===== src/rtl/sdram_refresh_sched_if.sv =====
// Signals between the SDRAM refresh scheduler (master) and the SDRAM controller side (slave).
interface sdram_refresh_sched_if;
  logic       init_done;
  logic       ram_cycle;
  logic       cmd_idle;
  logic       ref_ack;
  logic       ref_req;
  logic       ref_urgent;
  logic [3:0] pending;
  logic       overflow;

  // Handshake: ref_req rises and stays high until the controller returns a one-cycle
  // ref_ack; that ack retires one owed refresh. An ack while ref_req is low is ignored.
  modport master (
    input  init_done, ram_cycle, cmd_idle, ref_ack,
    output ref_req, ref_urgent, pending, overflow
  );
  modport slave (
    output init_done, ram_cycle, cmd_idle, ref_ack,
    input  ref_req, ref_urgent, pending, overflow
  );
endinterface


===== src/rtl/sdram_refresh_sched.sv =====
// SDRAM auto-refresh scheduler: counts owed refreshes per interval and requests them when the bus allows.
// Define REFRESH_BURST_EN to drain a refresh backlog back-to-back instead of one refresh per interval.
module sdram_refresh_sched #(
  parameter int REF_INTERVAL  = 195,
  parameter int MAX_PENDING   = 8,
  parameter int URGENT_THRESH = 6
) (
  input  logic                  CLK,
  input  logic                  RESET,
  sdram_refresh_sched_if.master bus,
  output logic [1:0]            state_dbg
);

  localparam int            CW       = (REF_INTERVAL > 1) ? $clog2(REF_INTERVAL) : 1;
  localparam logic [CW-1:0] RELOAD   = CW'(REF_INTERVAL - 1);
  localparam logic [3:0]    PEND_MAX = 4'(MAX_PENDING);

  typedef enum logic [1:0] {
    IDLE = 2'd0,
    REQ  = 2'd1,
    WAIT = 2'd2
  } state_t;

  state_t        state;
  logic [CW-1:0] interval_cnt;
  logic          eligible;
  logic          tick;
  logic          ack_ok;
  logic          burst_go;
  logic [3:0]    pending_nxt;

  // A tick and an accepted ack in the same cycle cancel; a tick at the cap is lost.
  always_comb begin
    tick        = bus.init_done && (interval_cnt == '0);
    ack_ok      = bus.ref_ack && bus.ref_req && (bus.pending != 4'd0);
    pending_nxt = bus.pending;
    if (tick && !ack_ok) begin
      if (bus.pending != PEND_MAX) pending_nxt = bus.pending + 4'd1;
    end else if (ack_ok && !tick) begin
      pending_nxt = bus.pending - 4'd1;
    end
  end

`ifdef REFRESH_BURST_EN
  assign burst_go = (bus.pending != 4'd0) && !bus.ram_cycle;
`else
  assign burst_go = 1'b0;
`endif

  always_ff @(posedge CLK) begin
    if (RESET) begin
      state          <= IDLE;
      bus.ref_req    <= 1'b0;
      bus.ref_urgent <= 1'b0;
      bus.pending    <= 4'd0;
      bus.overflow   <= 1'b0;
      eligible       <= 1'b0;
      interval_cnt   <= RELOAD;
    end else begin
      if (!bus.init_done || tick) interval_cnt <= RELOAD;
      else                        interval_cnt <= interval_cnt - CW'(1);

      bus.pending    <= pending_nxt;
      bus.ref_urgent <= ({28'd0, pending_nxt} >= 32'(URGENT_THRESH));
      if (tick && !ack_ok && (bus.pending == PEND_MAX)) bus.overflow <= 1'b1;

      // A fresh tick re-arms non-urgent requests even if an ack lands in the same cycle.
      if (tick)        eligible <= 1'b1;
      else if (ack_ok) eligible <= 1'b0;

      case (state)
        IDLE: begin
          if ((bus.pending != 4'd0) &&
              (bus.ref_urgent || (!bus.ram_cycle && bus.cmd_idle && eligible))) begin
            state       <= REQ;
            bus.ref_req <= 1'b1;
          end
        end
        REQ: begin
          if (bus.ref_ack) begin
            state       <= WAIT;
            bus.ref_req <= 1'b0;
          end
        end
        WAIT: begin
          if (bus.cmd_idle) begin
            if (burst_go) begin
              state       <= REQ;
              bus.ref_req <= 1'b1;
            end else begin
              state <= IDLE;
            end
          end
        end
        default: begin
          state       <= IDLE;
          bus.ref_req <= 1'b0;
        end
      endcase
    end
  end

  assign state_dbg = state;

endmodule

===== src/flat_wrapper.sv =====
// flat-port wrapper written by rule: the top's interface ports become plain ports
module sdram_refresh_sched_flat 
#(
  parameter int REF_INTERVAL  = 195,
  parameter int MAX_PENDING   = 8,
  parameter int URGENT_THRESH = 6
)
  (CLK, RESET, state_dbg, bus_init_done, bus_ram_cycle, bus_cmd_idle, bus_ref_ack, bus_ref_req, bus_ref_urgent, bus_pending, bus_overflow);
  sdram_refresh_sched_if bus_i ();
  input  logic CLK;
  input  logic RESET;
  output logic [1:0] state_dbg;
  input wire logic [$bits(bus_i.init_done)-1:0] bus_init_done;
  input wire logic [$bits(bus_i.ram_cycle)-1:0] bus_ram_cycle;
  input wire logic [$bits(bus_i.cmd_idle)-1:0] bus_cmd_idle;
  input wire logic [$bits(bus_i.ref_ack)-1:0] bus_ref_ack;
  output wire logic [$bits(bus_i.ref_req)-1:0] bus_ref_req;
  output wire logic [$bits(bus_i.ref_urgent)-1:0] bus_ref_urgent;
  output wire logic [$bits(bus_i.pending)-1:0] bus_pending;
  output wire logic [$bits(bus_i.overflow)-1:0] bus_overflow;
  assign bus_i.init_done = bus_init_done;
  assign bus_i.ram_cycle = bus_ram_cycle;
  assign bus_i.cmd_idle = bus_cmd_idle;
  assign bus_i.ref_ack = bus_ref_ack;
  assign bus_ref_req = bus_i.ref_req;
  assign bus_ref_urgent = bus_i.ref_urgent;
  assign bus_pending = bus_i.pending;
  assign bus_overflow = bus_i.overflow;
  sdram_refresh_sched #(.REF_INTERVAL(REF_INTERVAL), .MAX_PENDING(MAX_PENDING), .URGENT_THRESH(URGENT_THRESH)) u_core (.CLK(CLK), .RESET(RESET), .bus(bus_i), .state_dbg(state_dbg));
endmodule

===== config.mk =====
export PLATFORM = sky130hd
export DESIGN_NAME = sdram_refresh_sched_flat
export DESIGN_NICKNAME = d
export VERILOG_FILES = /design/src/rtl/sdram_refresh_sched_if.sv /design/src/rtl/sdram_refresh_sched.sv /design/src/flat_wrapper.sv
export SDC_FILE = /design/constraint.sdc
export NUM_CORES = 1
export LEC_CHECK = 0
export ABC_AREA = 1
export CORE_MARGIN = 4
export CORE_UTILIZATION = 60
export CTS_BUF_LIST = sky130_fd_sc_hd__clkbuf_16
export DETAILED_ROUTE_END_ITERATION = 10
export DONT_BUFFER_PORTS = 1
export GPL_ROUTABILITY_DRIVEN = 0
export PLACE_DENSITY = 0.76
export SLEW_MARGIN = 0
export SYNTH_ARGS = -nofsm -noshare
export SYNTH_HDL_FRONTEND = slang
export SYNTH_SLANG_ARGS = --single-unit
export TNS_END_PERCENT = 1

===== constraint.sdc =====
create_clock -name CLK -period 2.5 [get_ports CLK]
set_input_delay 0.125 -clock CLK [delete_from_list [all_inputs] [get_ports CLK]]
set_output_delay 0.125 -clock CLK [all_outputs]
set_load 0.005 [all_outputs]

==> results of run 1 <==
## worst reg2reg max path: stages (launching register included)
cell and delay, ns:
dfxtp_1 0.49, inv_1 0.08, ha_1 0.24, nand3_2 0.13, nand2_4 0.08, nand3_4 0.14
inv_1 0.08, nand2_1 0.08, nand2_1 0.05, o21ai_1 0.12, nor2_1 0.05
## state kept, by name, indices dropped and copies added, names as in the netlist
signal / cells
u_core.bus.overflow: 1
u_core.bus.pending: 4
u_core.bus.ref_req: 1
u_core.bus.ref_urgent: 1
u_core.eligible: 1
u_core.interval_cnt: 8
u_core.state_dbg: 2
## worst paths after layout
path / slack [ns] / endpoint / from / cells after the start
max: 0.85 / u_core.bus.pending[0] / u_core.bus.pending[1] / 10
min: 0.03 / u_core.interval_cnt[1] / RESET / 2
max reg2reg: 0.85 / u_core.bus.pending[0] / u_core.bus.pending[1] / 10
min reg2reg: 0.41 / u_core.interval_cnt[0] / u_core.interval_cnt[0] / 1
## per-stage QoR
| step | hold slack (ns) | util [%] | cells | total power [mW] | setup WS, ns |
|---|---|---|---|---|---|
| after CTS | 0.03140 | 72.23 | 159 | 0.6920 | 0.8547 |
| after detailed placement | 0.1927 | 66.77 | 155 | 0.3821 | 0.8687 |
| final | 0.03121 | 72.23 | 159 | 0.6892 | 0.8541 |
| after global routing | 0.04101 | 72.23 | 159 | 0.7177 | 0.7291 |
| after floorplan | 0.1888 | - | 139 | 0.3696 | 1.055 |
| after global placement | 0.1939 | 66.77 | 155 | 0.3799 | 0.8893 |
## power groups by stage
stage               clock network (mW)  logic (mW)  registers, mW
finish                           0.309      0.0754          0.305
detailed placement                   0      0.0714          0.311
CTS                              0.311      0.0757          0.305
global route                     0.328      0.0842          0.306
global placement                     0      0.0690          0.311
floorplan                            0      0.0610          0.309
## per-layer routing
metal	GRT usage [%]	part of all wire, %	vias to the layer above
met3	6.116	6.6	5
met1	22.30	46	383
met5	0	0	-
met2	29.24	45	24
met4	7.109	1.6	0
li1	-	-	447
## cell type report
type | instances | area share (%)
timing repair buffer | 1 | 0.8889
sequential | 18 | 32.00
tap | 16 | 1.778
inverter | 29 | 10.22
clock buffer | 3 | 6.667
multi-input combinational | 92 | 48.44
## logic make-up after synthesis
kind of cell | synth area share [%]
flops | 35.29
fa+ha+maj | 4.902
xor+xnor | 3.432
compound gates | 11.52
buf+inv | 11.27
simple gates | 33.58
## cell usage after synthesis, drive strengths merged
| cell | count |
|---|---|
| a21oi | 12 |
| and2 | 1 |
| clkinv | 2 |
| dfxtp | 18 |
| ha | 4 |
| inv | 27 |
| nand2 | 31 |
| nand3 | 12 |
| nand3b | 1 |
| nand4 | 1 |
| nor2 | 14 |
| nor3 | 3 |
| o21a | 1 |
| o21ai | 7 |
| or2 | 1 |
| xnor2 | 1 |
| xor2 | 3 |
## repair_timing
item | in CTS | in global routing
buffers inserted | 0 | 0
hold endpoints to repair | 4 | 0
hold buffers | 1 | 0
==> impl_metrics.tcl, run 1 <==
set metrics [dict create \
    clkTransAtPathRegs_ns 0.05 \
    switching_share_pct 22.24 \
    slowest_delay_ns 0.49 \
    numCtsBuffers 3 \
    cp_max_fo 7 \
    cap_violations 0 \
    grt_use_total_pct 18.26 \
    start_util_pct 65.49 \
    crit_arrival_ns 1.78 \
    place_area_um2 1041 \
    finish.net_count 155 \
    crit_family "simple AND/OR/NAND/NOR gates" \
    clkLatencyLatePin_ns 0.25 \
    rsz0062_at_grt "false" \
    ioPinCount 15 \
    ir_worst_vdd_mv 0.4117 \
    io_buffers 0 \
    finalSetupTns_ns 0 \
    drc_errors 0 \
    die_w_um 49.25 \
    antenna_cells 0 \
    htree_levels 1 \
    final_area_um2 1126 \
    drt_iter0_markers 27 \
    multi_input_area_um2 545.5 \
    finClkSkew_ns 0.003045 \
    finalCritPeriodShare_pct 65.84 \
    cpMaxStageDelayCell "dfxtp_1" \
    ctsResizeCount 0 \
    start_kind "register" \
    core-area_um2 1559 \
    grt_overflow 0 \
    synth.distinct_cells 28 \
    cp.required_ns 2.64 \
    worstHoldPathType "in -> reg" \
    setup_viol 0 \
    syn_inst 139 \
    rows 14 \
    avgSynthCellArea_um2 7.345 \
    die-area_um2 2426 \
    fmax_ghz 0.6076 \
    p_leak_nw 0.5191 \
    die_h_um 49.25 \
    worstSetupPathType "reg -> reg" \
    tightest_slew_ns 0.3247 \
    layout_common_cells "inv_1, nand2_1, dfxtp_1" \
    yosys_warnings 0 \
    synth_top_area_share_pct 35.29 \
    clock_power_share_pct 44.8 \
    share_seq_of_total_power_pct 44.3 \
    routed_via_density 5.403 \
    p_comb_share_pct 10.9 \
    status "finished, final reports clean" \
    p_per_area_nw_per_um2 612.1 \
    syn_area_um2 1021 \
    yosysTopAreaCell "dfxtp_1" \
    cts_sinks 18 \
    clockBufferDepth 2 \
    dr.pass1.iters 4 \
    drive_above_1_share_pct 16.08 \
    grt_max_degree 10 \
    hold_violations 0 \
    root_buffer "clkbuf_16" \
    avgRoutedWirePerCell_um 11.70 \
    syn_nets 149 \
    crit_chain "inv_1 -> ha_1 -> nand3_2 -> nand2_4 -> nand3_4 -> inv_1 -> nand2_1 -> nand2_1 -> o21ai_1 -> nor2_1" \
    area_growth_pct 10.29 \
    critPathBufInv 2 \
    cp-end-kind "register" \
    ys_top_cells_by_area "dfxtp_1, inv_1, nand2_1, a21oi_1, ha_1" \
    cts_tree "yes" \
    drv_slew 0 \
    regArea_um2 360.3 \
    netSwitchingPower_mw 0.1533 \
    dp_hpwl_mm 1.439 \
    grt_pass1_wl_mm 3.422 \
    slew_headroom_pct 78.18 \
    internal_power_mw 0.5360 \
    synth_seq_area_share_pct 35.29 \
    totalWireLength_mm 1.860 \
    fin_crit_ns 1.646 \
    ys_ff_latch 18 \
    fill_cells 131 \
    antenna_found_initial 0 \
    final_antenna_net_count 0 \
    via_count 859 \
    grt_pass1_vias 809 \
]
No activity file was read; power rests on OpenSTA's default activity.
==> run 2: changes to the inputs <==
--- a/config.mk
+++ b/config.mk
@@ -5,14 +5,14 @@
 export SDC_FILE = /design/constraint.sdc
 export NUM_CORES = 1
 export LEC_CHECK = 0
-export ABC_AREA = 1
+export ABC_AREA = 0
 export CORE_MARGIN = 4
-export CORE_UTILIZATION = 60
+export CORE_UTILIZATION = 54
 export CTS_BUF_LIST = sky130_fd_sc_hd__clkbuf_16
 export DETAILED_ROUTE_END_ITERATION = 10
 export DONT_BUFFER_PORTS = 1
 export GPL_ROUTABILITY_DRIVEN = 0
-export PLACE_DENSITY = 0.76
+export PLACE_DENSITY = 0.72
 export SLEW_MARGIN = 0
 export SYNTH_ARGS = -nofsm -noshare
 export SYNTH_HDL_FRONTEND = slang
==> constraint.sdc (replaced) <==
create_clock -name CLK -period 1.35 [get_ports CLK]
set_input_delay 0.0675 -clock CLK [delete_from_list [all_inputs] [get_ports CLK]]
set_output_delay 0.0675 -clock CLK [all_outputs]
set_load 0.005 [all_outputs]
==> run 2 against run 1 <==
Against the previous run:
- worst hold slack got worse by 0.035 ns
- die area is 2.3% higher
- via count grew 21%
- global-route usage grew 5.8 points
- sequential share of layout area shrank 6.3 points
- maximum frequency shrank 14%
- sequential power rose by 79%
- critical endpoint is now u_core.bus.ref_urgent
- clock skew fell by 0.00054 ns
- non-clock buffer count increased by 31
- register-to-register slack lost 1.4 ns
- the flow now finishes with violations (negative hold slack, negative setup slack)
- critical path type unchanged
- first-iteration DRC count grew 15%
==> impl_metrics.tcl, run 2 <==
set metrics [dict create \
    fmax_ghz 0.5229 \
    start_util_pct 59.92 \
    ys_ff_latch 18 \
    cp.required_ns 1.53 \
    setup_viol 17 \
    min_path_cells 2 \
    place_area_um2 1157 \
    drt_iter0_markers 31 \
    tightest_slew_ns 0.3827 \
    synth_ff_type "dfxtp_1" \
    synth_most_common_cell "dfxtp_1" \
    rsz0062_at_grt "true" \
    grt_max_degree 11 \
    p_per_area_nw_per_um2 886.9 \
    largest-register "u_core.interval_cnt" \
    violations "negative hold slack, negative setup slack" \
    power.total_mw 1.281 \
    cp_max_fo 3 \
    holdCritStartpoint "bus_cmd_idle" \
    yosys_warnings 0 \
    final_common_cell "buf_4" \
    use_met2_pct 40.53 \
    cts_sinks 18 \
    syn_nets 116 \
    crit_family "simple AND/OR/NAND/NOR gates" \
    avgSynthCellArea_um2 8.912 \
    via_count 1041 \
    final_antenna_net_count 0 \
    use_met1_pct 29.36 \
    grt_overflow 0 \
    drv_slew 0 \
    synth_seq_area_share_pct 38.15 \
    ioPinCount 15 \
    io_buffers 0 \
    clkLatencyLatePin_ns 0.25 \
    rr_endpoint "u_core.bus.ref_urgent" \
    met3_usage_pct 3.916 \
    p_leak_nw 0.5698 \
    finalCritPeriodShare_pct 141.7 \
    cts_tree "yes" \
    final_core_util_pct 91.59 \
    status "finished, violations left" \
    numCtsBuffers 3 \
    reg2reg_from "u_core.bus.pending[0]" \
    synthTopCellsByCount "dfxtp_1, nor2_1, nand2_1, inv_1, xnor2_1" \
    slowest_delay_ns 0.44 \
    layoutNonFillerInstCount 156 \
    area_growth_pct 52.85 \
    grt_busiest_layer "met2" \
    layout_common_cells "buf_4, nor2_1, dfxtp_1" \
    start_kind "register" \
    fin_crit_ns 1.912 \
    avgRoutedWirePerCell_um 24.07 \
    worstHoldPathType "in -> reg" \
    drc_errors 0 \
    syn_area_um2 944.7 \
    dp_hpwl_mm 1.525 \
    largest_reg_flops 8 \
    reg2reg_depth 8 \
    grt_pass1_vias 922 \
    cap_violations 0 \
    finClkSkew_ns 0.002509 \
    fin_ws_ns -0.5624 \
    core-area_um2 1577 \
    clockBufferDepth 2 \
    hold_violations 1 \
    slew_headroom_pct 74.49 \
    crit_chain "inv_4 -> ha_4 -> or3b_4 -> buf_6 -> nand4_1 -> or3_1 -> o311a_1 -> o221ai_2" \
    crit_arrival_ns 2.09 \
    ir_worst_vdd_mv 0.8473 \
    cp-end-kind "register" \
    pre_cts_slack_ns -0.4361 \
    die_h_um 49.83 \
    dp.cells 143 \
    yosysTopAreaCell "dfxtp_1" \
    clkTransAtPathRegs_ns 0.05 \
    antenna_found_initial 0 \
    grt_use_total_pct 24.03 \
    worstSetupPathType "reg -> reg" \
    die-area_um2 2483 \
    async_flop_share_pct 0 \
    totalWireLength_mm 3.755 \
    synth_top_area_share_pct 38.15 \
    rows 14 \
    critPathBufInv 2 \
    die_w_um 49.83 \
    synth.distinct_cells 38 \
    routed_via_density 6.673 \
    cpMaxStageDelayCell "or3_1" \
    grt_pass1_wl_mm 4.498 \
    min_to "u_core.state_dbg[1]" \
    synth_enable_flop_cells 0 \
    drive_above_1_share_pct 46.43 \
    final_area_um2 1444 \
    ys_top_cells_by_area "dfxtp_1, nor2_1, ha_1, xnor2_1, nand2_1" \
    dr.pass1.iters 4 \
    htree_levels 1 \
    root_buffer "clkbuf_16" \
    finish.net_count 151 \
    holdWs_ns -0.003452 \
    r2r_setup_slack_ns -0.56 \
    antenna_cells 0 \
    syn_inst 106 \
]
==> run 2: changes by cell type after synthesis, moves of 3 or more <==
cell and delta:
inv_1 -19, nand2_1 -15, nor2b_1 +3, a21oi_1 -7, nand3_1 -6, o21ai_0 -4
nand2_2 -4, nor2_1 +5, xnor2_1 +4
==> run 2: how the worst max path moves through the flow <==
| stage | startpoint | endpoint | slack [ns] | cells after the start |
|---|---|---|---|---|
| final | u_core.bus.pending[0] | u_core.bus.ref_urgent | -0.56 | 8 |
| after global routing | u_core.bus.pending[0] | u_core.bus.ref_urgent | -0.64 | 8 |
| after CTS | u_core.bus.pending[0] | u_core.bus.ref_urgent | -0.39 | 7 |
| after detailed placement | u_core.interval_cnt[0] | u_core.bus.ref_urgent | -0.44 | 7 |
| after global placement | u_core.bus.pending[1] | u_core.bus.ref_urgent | -0.42 | 8 |
| after floorplan | u_core.bus.pending[1] | u_core.bus.pending[3] | -0.40 | 7 |
==> run 2: where the power goes <==
group          leakage (nW)  internal (mW)  switching, mW
registers             0.148          0.537        0.00969
clock network        0.0385          0.395          0.218
logic                 0.383         0.0603         0.0602
total                 0.570          0.992          0.288
==> run 2: final cells by class <==
type	instances	area, um^2
Sequential cell	18	371.6
Timing Repair Buffer	32	252.7
Fill cell	57	132.6
Clock inverter	1	3.754
Tap cell	16	20.02
Multi-Input combinational cell	80	695.7
Clock buffer	3	75.07
Inverter	6	25.02
==> run 2: cell families (layout without fill, tap and decap cells) <==
kind of cell / Yosys count / after routing / share of synthesized area, %
simple gates: 52 / 52 / 33.25
buf+inv: 8 / 42 / 3.576
flops: 18 / 18 / 38.15
compound gates: 16 / 16 / 12.05
fa+ha+maj: 4 / 4 / 5.298
mux: 1 / 1 / 1.192
xor+xnor: 7 / 7 / 6.490
==> run 2: stage by stage <==
stage | TNS [ns] | hold slack (ns)
final | -4.557 | -0.003452
after global routing | -6.075 | 0.01440
after CTS | -2.190 | 0.001940
after detailed placement | -2.718 | 0.1380
after global placement | -2.411 | 0.1329
after floorplan | -1.595 | 0.2316
==> run 2: per-layer routing <==
layer,wire [um],share of wire (%)
met5,0,0
met4,72,1.9
met3,338,9.0
met2,1837,49
met1,1506,40
==> run 2: repair_timing <==
item	in CTS	in global routing
gates resized for setup	15	14
buffers inserted	2	5
hold buffers	2	0
pin swaps	13	8
hold endpoints to repair	7	0
endpoints found under the setup margin	17	17
cloned	0	0
==> run 3: changes to the inputs <==
--- a/config.mk
+++ b/config.mk
@@ -12,7 +12,7 @@
 export DETAILED_ROUTE_END_ITERATION = 10
 export DONT_BUFFER_PORTS = 1
 export GPL_ROUTABILITY_DRIVEN = 0
-export PLACE_DENSITY = 0.72
+export PLACE_DENSITY = 0.77
 export SLEW_MARGIN = 0
 export SYNTH_ARGS = -nofsm -noshare
 export SYNTH_HDL_FRONTEND = slang
==> run 3 against run 2 <==
Against the previous run:
- core utilization is 4.8 points lower
- global-route usage is 2.1 points higher
- non-clock buffer count is 1 lower
- critical path type unchanged
- maximum frequency is 5.3% higher
- clock power is 3.9% lower
- highest routed layer unchanged
- the flow finishes with violations (negative setup slack)
- sequential share of layout area is 1.4 points higher
- register-to-register slack better by 0.096 ns
==> impl_metrics.tcl, run 3 (synthesis results as in run 2) <==
set metrics [dict create \
    crit_arrival_ns 2.00 \
    worstHoldPathType "in -> reg" \
    grt_pass1_vias 979 \
    drc_errors 0 \
    internal_power_mw 0.9894 \
    cts_tree "yes" \
    cp_max_fo 4 \
    holdCritStartpoint "bus_cmd_idle" \
    fin_crit_ns 1.816 \
    slew_headroom_pct 79.14 \
    die_w_um 49.83 \
    min_to "u_core.state_dbg[1]" \
    ir_worst_vdd_mv 0.7362 \
    largest_reg_flops 8 \
    drv_slew 0 \
    min_path_cells 2 \
    dp.cells 145 \
    p_comb_share_pct 8.4 \
    wirelength_met1_mm 1.157 \
    status "finished, violations left" \
    ioPinCount 15 \
    cp.required_ns 1.53 \
    dr_wl_met3_um 155 \
    finish.net_count 150 \
    switching_share_pct 20.24 \
    grt_pass1_wl_mm 4.857 \
    drt_iter0_markers 39 \
    htree_levels 1 \
    worstSetupPathType "reg -> reg" \
    route.met2.wl_mm 1.517 \
    violations "negative setup slack" \
    setup_viol 17 \
    core-area_um2 1577 \
    routed_via_density 6.194 \
    cts_sinks 18 \
    start_util_pct 59.92 \
    drive_above_1_share_pct 43.88 \
    cp-end-kind "register" \
    rr_endpoint "u_core.bus.pending[3]" \
    tightest_slew_ns 0.3119 \
    fmax_ghz 0.5507 \
    clock_power_share_pct 47.5 \
    cap_violations 0 \
    rsz0062_at_grt "true" \
    final_common_cell "buf_4" \
    dp_hpwl_mm 1.762 \
    grt_max_degree 11 \
    avgRoutedWirePerCell_um 18.62 \
    grt_overflow 0 \
    io_buffers 0 \
    netSwitchingPower_mw 0.2511 \
    root_buffer "clkbuf_16" \
    finalCritPeriodShare_pct 134.5 \
    grt_use_total_pct 26.15 \
    antenna_cells 0 \
    numCtsBuffers 3 \
    totalWireLength_mm 2.886 \
    hold_violations 0 \
    highest_layer "met4" \
    area_growth_pct 44.90 \
    r2r_setup_slack_ns -0.47 \
    reg2reg_from "u_core.bus.pending[1]" \
    start_kind "register" \
    layoutNonFillerInstCount 155 \
    fin_ws_ns -0.4660 \
    p_per_area_nw_per_um2 906.2 \
    clkLatencyLatePin_ns 0.25 \
    layout_common_cells "buf_4, nor2_1, dfxtp_1" \
    dr.pass1.iters 4 \
    clockBufferDepth 2 \
    die-area_um2 2483 \
    reg2reg_depth 7 \
    via_count 960 \
    antenna_found_initial 0 \
    share_seq_of_total_power_pct 44.1 \
    p_leak_nw 0.5719 \
    rows 14 \
    clkTransAtPathRegs_ns 0.05 \
    final_antenna_net_count 0 \
    die_h_um 49.83 \
    finClkSkew_ns 0.001615 \
    largest-register "u_core.interval_cnt" \
    power.total_mw 1.240 \
]
## run 3: cell count changes in the layout (fill, tap and decap cells not counted), sizes merged
cell | previous run | this run
inv | 6 | 7
clkinv | 1 | 0
buf | 30 | 29
## run 3: how the worst max path moves through the flow
stage / from / end / slack, ns / cells after the start
after global placement: u_core.bus.pending[1] / u_core.bus.ref_urgent / -0.41 / 8
after floorplan: u_core.bus.pending[1] / u_core.bus.pending[3] / -0.40 / 7
after global routing: u_core.interval_cnt[0] / u_core.bus.ref_urgent / -0.55 / 7
after CTS: u_core.bus.pending[0] / u_core.bus.ref_urgent / -0.44 / 7
after detailed placement: u_core.bus.pending[1] / u_core.bus.pending[3] / -0.45 / 7
final: u_core.bus.pending[1] / u_core.bus.pending[3] / -0.47 / 7
## run 3: area by class of cell
type / count / area, um^2
timing repair buffer: 31 / 237.7
tap: 16 / 20.02
clock inverter: 1 / 3.754
fill: 81 / 207.7
multi-input combinational: 80 / 635.6
sequential: 18 / 371.6
inverter: 6 / 25.02
clock buffer: 3 / 75.07
## run 3: repair_timing
| item | 4_1_cts | 5_1_grt |
|---|---|---|
| gates resized for setup | 14 | 6 |
| hold buffers | 2 | 0 |
| buffers inserted | 2 | 2 |
| endpoints found under the hold margin | 7 | 0 |
| pin swaps | 10 | 5 |
| setup endpoints to repair | 17 | 17 |
## run 3: critical path: stages (launching register included)
cell and delay (ns):
dfxtp_4 0.35, inv_4 0.05, ha_4 0.14, or3b_4 0.40, nand3_4 0.11, nor3_2 0.05, or4b_4 0.56, o21ai_2 0.08
## run 3: metal layers
layer	track usage (%)	up-vias
met2	46.04	43
met3	6.325	6
met1	30.26	466
li1	-	445
met4	9.677	0
met5	0	-
## run 3: metrics by stage
step                setup WS, ns  TNS [ns]  cell area, um^2  hold slack [ns]  utilization, %
finish                   -0.4660    -3.376             1369         0.009109           86.83
global route             -0.5454    -4.734             1369          0.01495           86.83
CTS                      -0.4434    -3.190             1330          0.01238           84.37
detailed placement       -0.4466    -2.845             1172           0.1336           74.37
global placement         -0.4093    -2.523             1172           0.1327           74.37
floorplan                -0.3954    -1.595            975.9           0.2316               -
## run 3: power by group through the flow
stage	clock, mW	sequential [mW]	combinational (mW)
after floorplan	0	0.556	0.0485
after global placement	0	0.555	0.0808
after detailed placement	0	0.556	0.0832
after CTS	0.592	0.546	0.0977
after global routing	0.622	0.548	0.112
final	0.589	0.548	0.104
